### src/rtl/seq_detect_pkg.sv
// Shared definitions for the time-shared 4-state serial pattern detector.
package seq_detect_pkg;

    // Default number of requesting channels.
    localparam int NCH_DEF = 4;

    // Detector state encoding; the numeric values are part of the interface.
    typedef enum logic [1:0] {
        ST_A = 2'b00,
        ST_B = 2'b01,
        ST_C = 2'b10,
        ST_D = 2'b11
    } state_t;

endpackage

### src/rtl/seq4_step.sv
// One step of the 4-state detector: next state and detection flag for one sample.
// Pure combinational; the top time-shares a single instance across all channels.
module seq4_step
    import seq_detect_pkg::*;
(
    input  state_t st_in,
    input  logic   w,
    output state_t st_out,
    output logic   z
);

    // Next-state/output table; z fires only on the D -> B transition.
    always_comb begin
        st_out = ST_A;
        z      = 1'b0;
        unique case (st_in)
            ST_A: st_out = w ? ST_B : ST_A;
            ST_B: st_out = ST_C;
            ST_C: st_out = ST_D;
            ST_D: begin
                st_out = w ? ST_B : ST_A;
                z      = w;
            end
            default: st_out = ST_A;
        endcase
    end

endmodule

### src/rtl/rr_seq_detect_sched.sv
// Round-robin scheduler sharing one seq4_step among NCH bit-serial requesters.
// Per-channel detector state lives in a small register file; results come out
// one clock after the grant, tagged with the channel index.
module rr_seq_detect_sched
    import seq_detect_pkg::*;
#(
    parameter int NCH = NCH_DEF,
    parameter int CW  = 2
) (
    input  logic            clock,
    input  logic            Reset,
    input  logic [NCH-1:0]  req,
    input  logic [NCH-1:0]  w,
    input  logic [NCH-1:0]  clr,
    output logic [NCH-1:0]  gnt,
    output logic            det_valid,
    output logic [CW-1:0]   det_ch,
    output logic            z
);

    logic [NCH-1:0]       elig;
    logic [CW-1:0]        ptr;
    logic [CW-1:0]        cand;
    logic [CW-1:0]        gnt_idx;
    logic                 gnt_any;
    logic [NCH-1:0][1:0]  st;
    state_t               st_sel;
    state_t               st_nxt;
    logic                 w_sel;
    logic                 z_step;

    // Channel index + 1 with wrap at NCH-1, so non-power-of-two NCH never
    // produces an index outside 0..NCH-1.
    function automatic logic [CW-1:0] next_idx(input logic [CW-1:0] i);
        if (int'(i) >= NCH - 1)
            return '0;
        return i + CW'(1);
    endfunction

    // A channel being cleared cannot be served in the same cycle.
    assign elig = req & ~clr;

    // Rotating priority search starting at ptr; first eligible channel wins.
    always_comb begin
        gnt     = '0;
        gnt_any = 1'b0;
        gnt_idx = '0;
        cand    = ptr;
        for (int o = 0; o < NCH; o++) begin
            if (!gnt_any && elig[cand]) begin
                gnt_any = 1'b1;
                gnt_idx = cand;
            end
            cand = next_idx(cand);
        end
        if (Reset)
            gnt_any = 1'b0;
        if (gnt_any)
            gnt[gnt_idx] = 1'b1;
    end

    // Route the granted channel's state and sample into the shared datapath.
    assign st_sel = state_t'(st[gnt_idx]);
    assign w_sel  = w[gnt_idx];

    seq4_step u_step (
        .st_in  (st_sel),
        .w      (w_sel),
        .st_out (st_nxt),
        .z      (z_step)
    );

    // State register file: clear wins over a grant; only the granted entry moves.
    always_ff @(posedge clock) begin
        if (Reset) begin
            for (int i = 0; i < NCH; i++)
                st[i] <= ST_A;
        end else begin
            for (int i = 0; i < NCH; i++) begin
                if (clr[i])
                    st[i] <= ST_A;
                else if (gnt[i])
                    st[i] <= st_nxt;
            end
        end
    end

    // Priority pointer moves just past the last winner; holds when idle.
    always_ff @(posedge clock) begin
        if (Reset)
            ptr <= '0;
        else if (gnt_any)
            ptr <= next_idx(gnt_idx);
    end

    // Result registers; channel tag and flag hold their last value when idle.
    always_ff @(posedge clock) begin
        if (Reset) begin
            det_valid <= 1'b0;
            det_ch    <= '0;
            z         <= 1'b0;
        end else begin
            det_valid <= gnt_any;
            if (gnt_any) begin
                det_ch <= gnt_idx;
                z      <= z_step;
            end
        end
    end

endmodule

### config.mk
export PLATFORM = sky130hd
export DESIGN_NAME = rr_seq_detect_sched
export DESIGN_NICKNAME = d
export VERILOG_FILES = /design/src/rtl/seq_detect_pkg.sv /design/src/rtl/seq4_step.sv /design/src/rtl/rr_seq_detect_sched.sv
export SDC_FILE = /design/constraint.sdc
export NUM_CORES = 1
export LEC_CHECK = 0
export ABC_CLOCK_PERIOD_IN_PS = 5400
export CAP_MARGIN = 20
export CORE_ASPECT_RATIO = 1.4
export CORE_MARGIN = 2
export CORE_UTILIZATION = 50
export DETAILED_ROUTE_END_ITERATION = 8
export PLACE_DENSITY = 0.77
export SYNTH_ARGS = -nofsm -noshare
export SYNTH_HDL_FRONTEND = slang
export SYNTH_SLANG_ARGS = --single-unit
### constraint.sdc
create_clock -name clock -period 5.4 [get_ports clock]
set_input_delay 1.35 -clock clock [delete_from_list [all_inputs] [get_ports clock]]
set_output_delay 1.35 -clock clock [all_outputs]
set_load 0.05 [all_outputs]
==> flow_summary_export.csv <==
group,metric,value,unit
run_status,status,"completed",
setup_path,start_kind,"input port",
synth,synth_edf_count,0,
floorplanning,die_h,61.60,um
synth,ys_seq_elements,14,
global_route,grt_pass1_wl,4.402,mm
clocking,cts_buffers,3,
hold_path,hp-class,"reg2reg",
sta,post-route-period-util,0.9724,
finish,num-fill-cells,182,
synth,synth_cells,131,
setup_path,r2r_end,"st[6]$_SDFFE_PP0P_",
synth,synth_area,1185,um^2
synth,yosys_warnings,0,
detailed_routing,dr_total_vias,1077,
clocking,cts-root-buf,"clkbuf_4",
placement,post-dp-hpwl,2.159,mm
clocking,cts_hold_buf,0,
synth,synth_area_leaders,"dfxtp_1, ha_1, a2111oi_1, mux2i_1, nor2_1",
detailed_routing,detail_route.vias_per_cell,6.225,
sta,worst_slack,0.1490,ns
pwr,power.leakage,0.0005338,uW
finish,area.growth.synth_to_final,24.29,%
sta,min_period,5.251,ns
floorplanning,core,2202,um^2
synth,netlist.area_leader.share,0.2365,
detailed_routing,drt_first_pass_iters,4,
placement,io_buffers,21,
synth,synth.net_count,153,
setup_path,r2r_start,"ptr[0]$_SDFFE_PP0P_",
finish,diodes,0,
global_route,grt_max_degree,19,
detailed_routing,drc_errors,0,
synth,ys_types,47,
sta,tns,0,ns
synth,synth.mux.area_fraction,0.06969,
detailed_routing,routed_wl,2.698,mm
detailed_routing,final_antenna_net_count,0,
clocking,ctsLongestPathBuffers,2,
setup_path,cp_max_fo,9,
sta,setup_violations,0,
synth,syn_area_per_cell,9.045,um^2
setup_path,criticalPathCategory,"in2out",
pwr,vdd_drop_max,0.4846,mV
setup_path,endpoint,"gnt[2]",
clocking,insertion_delay,0.29,ns
synth,synth_top_family_by_area,"compound AO/OA/AOI/OAI gates",
pwr,powerDensity,629.0,nW/um^2
sta,finClkSkew,0.001271,ns
setup_path,crit_path_end_kind,"primary output",
setup_path,startpoint,"clr[2]",
clocking,htreeDepth,1,
synth,synthAdderAreaFrac,0.08448,
global_route,grt_usage,0.2182,
synth,synth_compound_area_frac,0.2841,
clocking,clkSinkCount,14,
finish,fin_nets,174,
sta,final-hold-violation-count,0,
floorplanning,num_rows,20,
placement,dpl_worst_slack,0.07436,ns
floorplanning,die_area,2781,um^2
synth,ys_seq_area_frac,0.2365,
finish,drive_gt1_frac,0.1921,
synth,synth_area_leader_cell,"dfxtp_1",
synth,synthXorXnorAreaFrac,0,
setup_path,arrival,3.90,ns
detailed_routing,first_iter_violations,8,
floorplanning,pin_count,22,
global_route,grt_pass1_vias,1016,
clocking,tritoncts,"built",
finish,design_area,1473,um^2
sta,worstMarginPinSlew,0.8731,ns
job,max-cap-violations,0,
global_route,antenna_found_initial,0,
placement,place_area,1428,um^2
floorplanning,die_w,45.14,um
synth,ys.flop_type,"dfxtp_1",
setup_path,reg2regPathDepth,13,
detailed_routing,wl_per_cell,15.60,um
placement,gp_congestion,0.9782,
synth,synthArstFlopShare,0,
clocking,clkTransAtPathRegs,0.08,ns
sta,slew-limit-headroom,0.4161,
sta,max_freq,190.4,MHz
global_route,grt_overflow,0,
setup_path,required,4.05,ns
setup_path,r2r_slack,1.74,ns
floorplanning,start_util,0.5381,
hold_path,min_from,"z$_SDFFE_PP0P_",
sta,final_max_slew_viol_count,0,
synth,synth-simple-area-share,0.2555,
==> logic make-up (layout without fill, tap and decap cells) <==
kind of cell / Yosys count / in the layout
buffers and inverters: 13 / 33
adders and majority gates: 8 / 8
and+or+nand+nor: 53 / 53
DFF: 14 / 14
AOI/OAI and AO/OA: 36 / 36
muxes: 7 / 7
==> sequential cells by signal, summed over array words and instances, names as in the netlist <==
| signal | cells |
|---|---|
| det_valid | 1 |
| z | 1 |
| det_ch | 2 |
| st | 8 |
| ptr | 2 |
==> Yosys cell counts (3+ instances only) <==
| cell type | instances |
|---|---|
| a21oi_1 | 5 |
| nand2b_1 | 4 |
| nor3b_4 | 3 |
| nor2b_1 | 4 |
| nor2_1 | 15 |
| ha_1 | 8 |
| inv_1 | 3 |
| dfxtp_1 | 14 |
| buf_6 | 4 |
| nor3_1 | 3 |
| a2111oi_1 | 6 |
| clkbuf_1 | 3 |
| nand2_1 | 14 |
| mux2i_1 | 6 |
==> worst max-delay path: stages <==
cell and delay, ns:
clkdlybuf4s50_1 0.44, nand2b_1 0.30, mux4_2 0.60, a41oi_2 0.21, o211ai_2 0.18, inv_4 0.16, ha_1 0.16, nor3b_4 0.30
buf_12 0.18
==> per-layer routing <==
layer / global-route usage / vias to the layer above / wire length, um
li1: - / 522 / -
met1: 0.2276 / 511 / 1014
met2: 0.4082 / 33 / 1499
met3: 0.03226 / 11 / 110
met4: 0.1176 / 0 / 74
met5: 0 / - / 0
==> area by class of cell <==
class                           count  area, um^2  area share
Clock buffer                        4       36.28     0.02464
Inverter                            4       17.52     0.01189
Multi-Input combinational cell    104       830.8      0.5641
Sequential cell                    14       280.3      0.1903
Tap cell                           22       27.53     0.01869
Timing Repair Buffer               25       280.3      0.1903
==> per-stage QoR <==
stage	power [uW]	utilization	instances	hold slack [ns]
floorplan	695.0	-	131	0.4737
CTS	924.4	0.6648	173	0.4609
finish	926.3	0.6688	173	0.4607
global route	994.1	0.6688	173	0.4845
global placement	826.9	0.6483	169	0.4452
detailed placement	846.7	0.6483	169	0.4494
==> cell usage in the layout, fill, tap and decap left out, types with 2 or more instances in the layout <==
cell,Yosys,routed
a21oi_1,5,4
a2111oi_1,6,6
inv_1,3,3
nand3_1,2,2
nor3b_4,3,3
clkdlybuf4s50_1,0,17
and2_1,2,2
o21ai_0,2,2
nand2b_1,4,4
nor2b_1,4,4
o221ai_1,2,2
nor2_1,15,15
buf_12,0,4
nor3_1,3,3
a21oi_2,1,2
o32ai_1,2,2
dfxtp_1,14,14
buf_4,0,4
ha_1,8,8
nand2_1,14,14
clkbuf_4,0,3
mux2i_1,6,6
o21a_1,2,2
==> repair_timing <==
action,4_1_cts,5_1_grt
hold endpoints to repair,0,0
setup endpoints to repair,0,3
resized for setup,0,2
buffers inserted,0,0
==> power breakdown <==
part	internal [uW]	switching [uW]
Sequential	128	20.9
Clock	41.1	34.6
Combinational	289	413
==> how the worst min path moves through the flow <==
stage               cells past startpoint  slack (ns)                  to
floorplan                               2        0.47  st[7]$_SDFFE_PP0P_
global route                            2        0.48      z$_SDFFE_PP0P_
finish                                  2        0.46      z$_SDFFE_PP0P_
detailed placement                      2        0.45      z$_SDFFE_PP0P_
global placement                        2        0.45      z$_SDFFE_PP0P_
CTS                                     2        0.46      z$_SDFFE_PP0P_
No activity file was read; power rests on OpenSTA's default activity.
==> RTL change 1: new RTL, same flow settings <==
Set the package constant `NCH_DEF` to 6 (it was 4).
--- a/src/rtl/seq_detect_pkg.sv
+++ b/src/rtl/seq_detect_pkg.sv
@@ -2,7 +2,7 @@
 package seq_detect_pkg;
 
     // Default number of requesting channels.
-    localparam int NCH_DEF = 4;
+    localparam int NCH_DEF = 6;
 
     // Detector state encoding; the numeric values are part of the interface.
     typedef enum logic [1:0] {
Ports: changed (resized clr, gnt, req and w); port bits go from 22 to 30. No check against the original RTL was run, so the function may have changed too.
==> RTL change 1 against the unedited design <==
Final cell count decreased by 9.8%; cell area fell by 17%; sequential cell count did not move; area after synthesis fell by 20%; global-route usage is 2.2 points higher; synthesized cell count shrank 17%; worst setup slack improved by 0.18 ns; wire length shrank 13%.
Power is not compared: it rests on default switching activity, and its combinational part moved more than twofold at a synthesized area within 25%.
==> RTL change 1: results <==
export IMPL_ys_types=34
export IMPL_clkLatencyLatePin_ns=0.30
export IMPL_final_nets=164
export IMPL_drive_gt1_share_pct=15.4
export IMPL_grt_util_met2_pct=38.3
export IMPL_grtUsageMet1_pct=30.6
export IMPL_met3_length_um=116
export IMPL_clk_pin_slew_ns=0.09
export IMPL_diodes=0
export IMPL_met2_length_um=1190
export IMPL_ctsResizeCount=0
export IMPL_highest_layer="met4"
export IMPL_synth_seq_area_share_pct=29.7
export IMPL_dpl_hpwl_um=1760
export IMPL_met3_usage_pct=2.41
export IMPL_total_leakage_power_nw=0.516
export IMPL_yosys_warnings=0
export IMPL_cp_slowest_cell="clkdlybuf4s50_1"
export IMPL_synth_common_cells="dfxtp_1, nand2_1, a21oi_1, mux2i_1, ha_1"
export IMPL_synthTopCellsByArea="dfxtp_1, ha_1, mux2i_1"
export IMPL_grt_usage_pct=24.0
export IMPL_drtIter0Drc=27
export IMPL_path_delay_family="buffers and inverters"
export IMPL_cts_buffers_inserted=3
export IMPL_avgSynthCellArea_um2=8.64
export IMPL_grt_max_degree=15
export IMPL_antenna_found_initial=0
export IMPL_gp_congestion=0.816
export IMPL_wire_per_inst_um=15.1
export IMPL_wl_met1_um=980
export IMPL_dp_cells=152
export IMPL_grt_pass1_wl_um=3800
export IMPL_clock_root_buffer="clkbuf_4"
export IMPL_max_vdd_ir_drop_mv=0.167
export IMPL_drt_pass1_iter_count=4
export IMPL_grt_pass1_vias=855
export IMPL_crit_arrival_ns=3.72
export IMPL_fin_skew_ns=0.00156
export IMPL_cts_setup_buffers=0
export IMPL_clk_path_buf_depth=2
export IMPL_viasPerCell=5.83
export IMPL_htreeDepth=1
export IMPL_reg_largest_list="st x8, det_ch x2, ptr x2"
export IMPL_critPathMaxFanout=5
export IMPL_io_buffers=21
export IMPL_max_stage_delay_ns=0.69
export IMPL_status="completed"
export IMPL_wl_um=2350
export IMPL_postSynth_asyncResetShare_pct=0
export IMPL_hold_class="register to register"
==> RTL change 1: cell count changes after synthesis, sizes merged, moves of 3 or more <==
| cell | before | now |
|---|---|---|
| nor2 | 16 | 5 |
| a2111oi | 8 | 0 |
| a31oi | 0 | 5 |
| or3 | 0 | 5 |
| a21oi | 6 | 9 |
| and2 | 3 | 6 |
| buf | 6 | 3 |
| nor3b | 4 | 1 |
==> RTL change 1: final cells by class <==
class                   count  area [um2]
repair buffers             26         240
inverters                   6        22.5
well taps                  20        25.0
multi-input cells          86         619
fillers                   147         556
clock buffers               4        36.3
flip-flops and latches     14         280
==> RTL change 1: tightest hold or removal path, stage by stage (launching register included) <==
cell and delay [ns]:
dfxtp_1 0.32, nand2_1 0.06, a31oi_1 0.07
==> RTL change 1: path summary, 6_finish.rpt <==
| path | start | end | slack [ns] | cells past startpoint |
|---|---|---|---|---|
| max | clr[0] | gnt[2] | 0.33 | 7 |
| min | z | z | 0.50 | 2 |
| max reg2reg | ptr[1] | st[2] | 2.68 | 11 |
| min reg2reg | z | z | 0.50 | 2 |
==> RTL change 1: stage by stage <==
step,power [mW],setup WS [ns],area (um2)
floorplan,0.212,1.28,946
finish,0.333,0.333,1220
global placement,0.249,0.382,1190
CTS,0.332,0.328,1220
global route,0.349,0.222,1220
detailed placement,0.253,0.311,1190
==> RTL change 1: power by group <==
group	switching, mW	internal, mW	leakage (nW)
sequential	0.00491	0.110	0.114
clock	0.0391	0.0412	0.0210
combinational	0.0821	0.0554	0.380
==> RTL change 1: cell families (layout without fill, tap and decap cells) <==
kind of cell,Yosys count,after routing,synth area share (%)
AOI/OAI and AO/OA,23,23,19.3
adders and majority gates,7,7,9.30
buffers and inverters,10,36,4.91
DFF,14,14,29.7
muxes,9,9,10.1
other,1,2,0.398
and+or+nand+nor,45,45,26.3
==> RTL change 2: new RTL, same settings <==
Made on the original files. Reset style: asynchronous (`Reset`), changed in 3 clocked blocks.
--- a/src/rtl/rr_seq_detect_sched.sv
+++ b/src/rtl/rr_seq_detect_sched.sv
@@ -71,7 +71,7 @@
     );
 
     // State register file: clear wins over a grant; only the granted entry moves.
-    always_ff @(posedge clock) begin
+    always_ff @(posedge clock or posedge Reset) begin
         if (Reset) begin
             for (int i = 0; i < NCH; i++)
                 st[i] <= ST_A;
@@ -86,7 +86,7 @@
     end
 
     // Priority pointer moves just past the last winner; holds when idle.
-    always_ff @(posedge clock) begin
+    always_ff @(posedge clock or posedge Reset) begin
         if (Reset)
             ptr <= '0;
         else if (gnt_any)
@@ -94,7 +94,7 @@
     end
 
     // Result registers; channel tag and flag hold their last value when idle.
-    always_ff @(posedge clock) begin
+    always_ff @(posedge clock or posedge Reset) begin
         if (Reset) begin
             det_valid <= 1'b0;
             det_ch    <= '0;
Check against the original RTL: differs if Reset is asserted again (counterexample within 4 cycles, from zero or initial values and one cycle with Reset high); with Reset held inactive, the same outputs for 10 cycles.
==> RTL change 2 against the unedited design <==
Synthesized cell count fell by 0.76%; final cell count shrank 2.9%; cell area fell by 0.17%; count of clock-buffer cells in the layout did not move; area after synthesis grew 2.2%; worst setup slack gained 0.13 ns; sequential cell count unchanged; via count fell by 6.0%; wire length fell by 2.1%; global-route usage is 0.80 points lower.
Power is not shown: default switching activity piles up to over one toggle a cycle in this logic, so the estimate is an artifact.
==> RTL change 2: results <==
export IMPL_gp_congestion=0.922
export IMPL_grt_usage_pct=21.0
export IMPL_tightestPinTransition_ns=0.562
export IMPL_postSynth_asyncResetShare_pct=100
export IMPL_yosys_warnings=0
export IMPL_grt_util_met2_pct=35.4
export IMPL_ys_types=38
export IMPL_synthTopCellsByArea="dfrtp_1, mux2i_1, ha_1"
export IMPL_r2r_end="st[4]"
export IMPL_synth_nets=152
export IMPL_ff2ff_setup_slack_ns=1.82
export IMPL_met3_usage_pct=2.91
export IMPL_wire_per_inst_um=15.7
export IMPL_crit_arrival_ns=3.77
export IMPL_synth_adder_area_share_pct=8.26
export IMPL_drtIter0Drc=41
export IMPL_dpl_hpwl_um=2100
export IMPL_grtUsageMet1_pct=25.9
export IMPL_dp_cells=164
export IMPL_synthFlopType="dfrtp_1"
export IMPL_instances_no_fill=168
export IMPL_drive_gt1_share_pct=15.2
export IMPL_cp_slowest_cell="clkdlybuf4s50_1"
export IMPL_grt_max_degree=15
export IMPL_io_buffers=21
export IMPL_vias=1012
export IMPL_final_nets=168
export IMPL_avgSynthCellArea_um2=9.32
export IMPL_r2r_start="ptr[0]"
export IMPL_place_ws_ns=0.300
export IMPL_whs_endpoint="det_ch[0]"
export IMPL_status="completed"
export IMPL_r2r_cells=13
export IMPL_fin_skew_ns=0.00554
export IMPL_max_stage_delay_ns=0.52
export IMPL_synth_seq_area_share_pct=28.9
export IMPL_muxShareOfSynthArea_pct=13.6
export IMPL_synth_common_cells="dfrtp_1, nor2_1, mux2i_1, nand2_1, ha_1"
export IMPL_grt_pass1_wl_um=4430
export IMPL_hold_depth=1
export IMPL_synth_compound_area_share_pct=23.1
[RTL change 2: cell count changes after synthesis, moves of 3 or more]
cell and delta:
dfrtp_1 +14, dfxtp_1 -14, a2111oi_1 -6, mux2i_1 +6, and2_1 +4, nand2_1 -4
a211oi_1 +3, nor3b_4 -3
[RTL change 2: logic make-up (layout without fill, tap and decap cells)]
kind of cell,count (synthesis),in the layout
AO/OA/AOI/OAI,30,30
adder cells (fa/ha/maj),8,8
buffers and inverters,18,33
flip-flops,14,14
multiplexers,15,15
AND/OR/NAND/NOR,45,45
[RTL change 2: critical path, delay by kind of cell]
family	cells	cell delay, ns
AO/OA/AOI/OAI	3	0.84
adder cells (fa/ha/maj)	1	0.20
buffers and inverters	3	0.81
AND/OR/NAND/NOR	2	0.56
[RTL change 2: area by class of cell]
cell class | instances | area, um2
clock buffer | 4 | 36.3
fill | 205 | 868
inverter | 6 | 25.0
multi-input combinational | 98 | 764
sequential | 14 | 350
tap | 23 | 28.8
timing repair buffer | 23 | 265
[RTL change 2: worst max path at each step]
stage,startpoint,to,slack (ns)
2_1_floorplan,clr[3],gnt[3],0.85
3_3_place_gp,clr[0],gnt[1],0.39
3_5_place_dp,clr[0],gnt[1],0.30
4_1_cts,clr[0],gnt[1],0.29
5_1_grt,clr[0],gnt[1],0.14
6_report,clr[0],gnt[1],0.28
[RTL change 2: layer usage]
layer,vias up,wire length [um]
li1,491,-
met1,487,1080
met2,30,1390
met3,4,132
met4,0,40
met5,-,0
[RTL change 2: stage by stage]
stage	hold WS, ns	area (um2)
2_1_floorplan	0.486	1210
3_5_place_dp	0.502	1430
3_3_place_gp	0.492	1430
5_1_grt	0.549	1470
4_1_cts	0.522	1470
6_report	0.516	1470
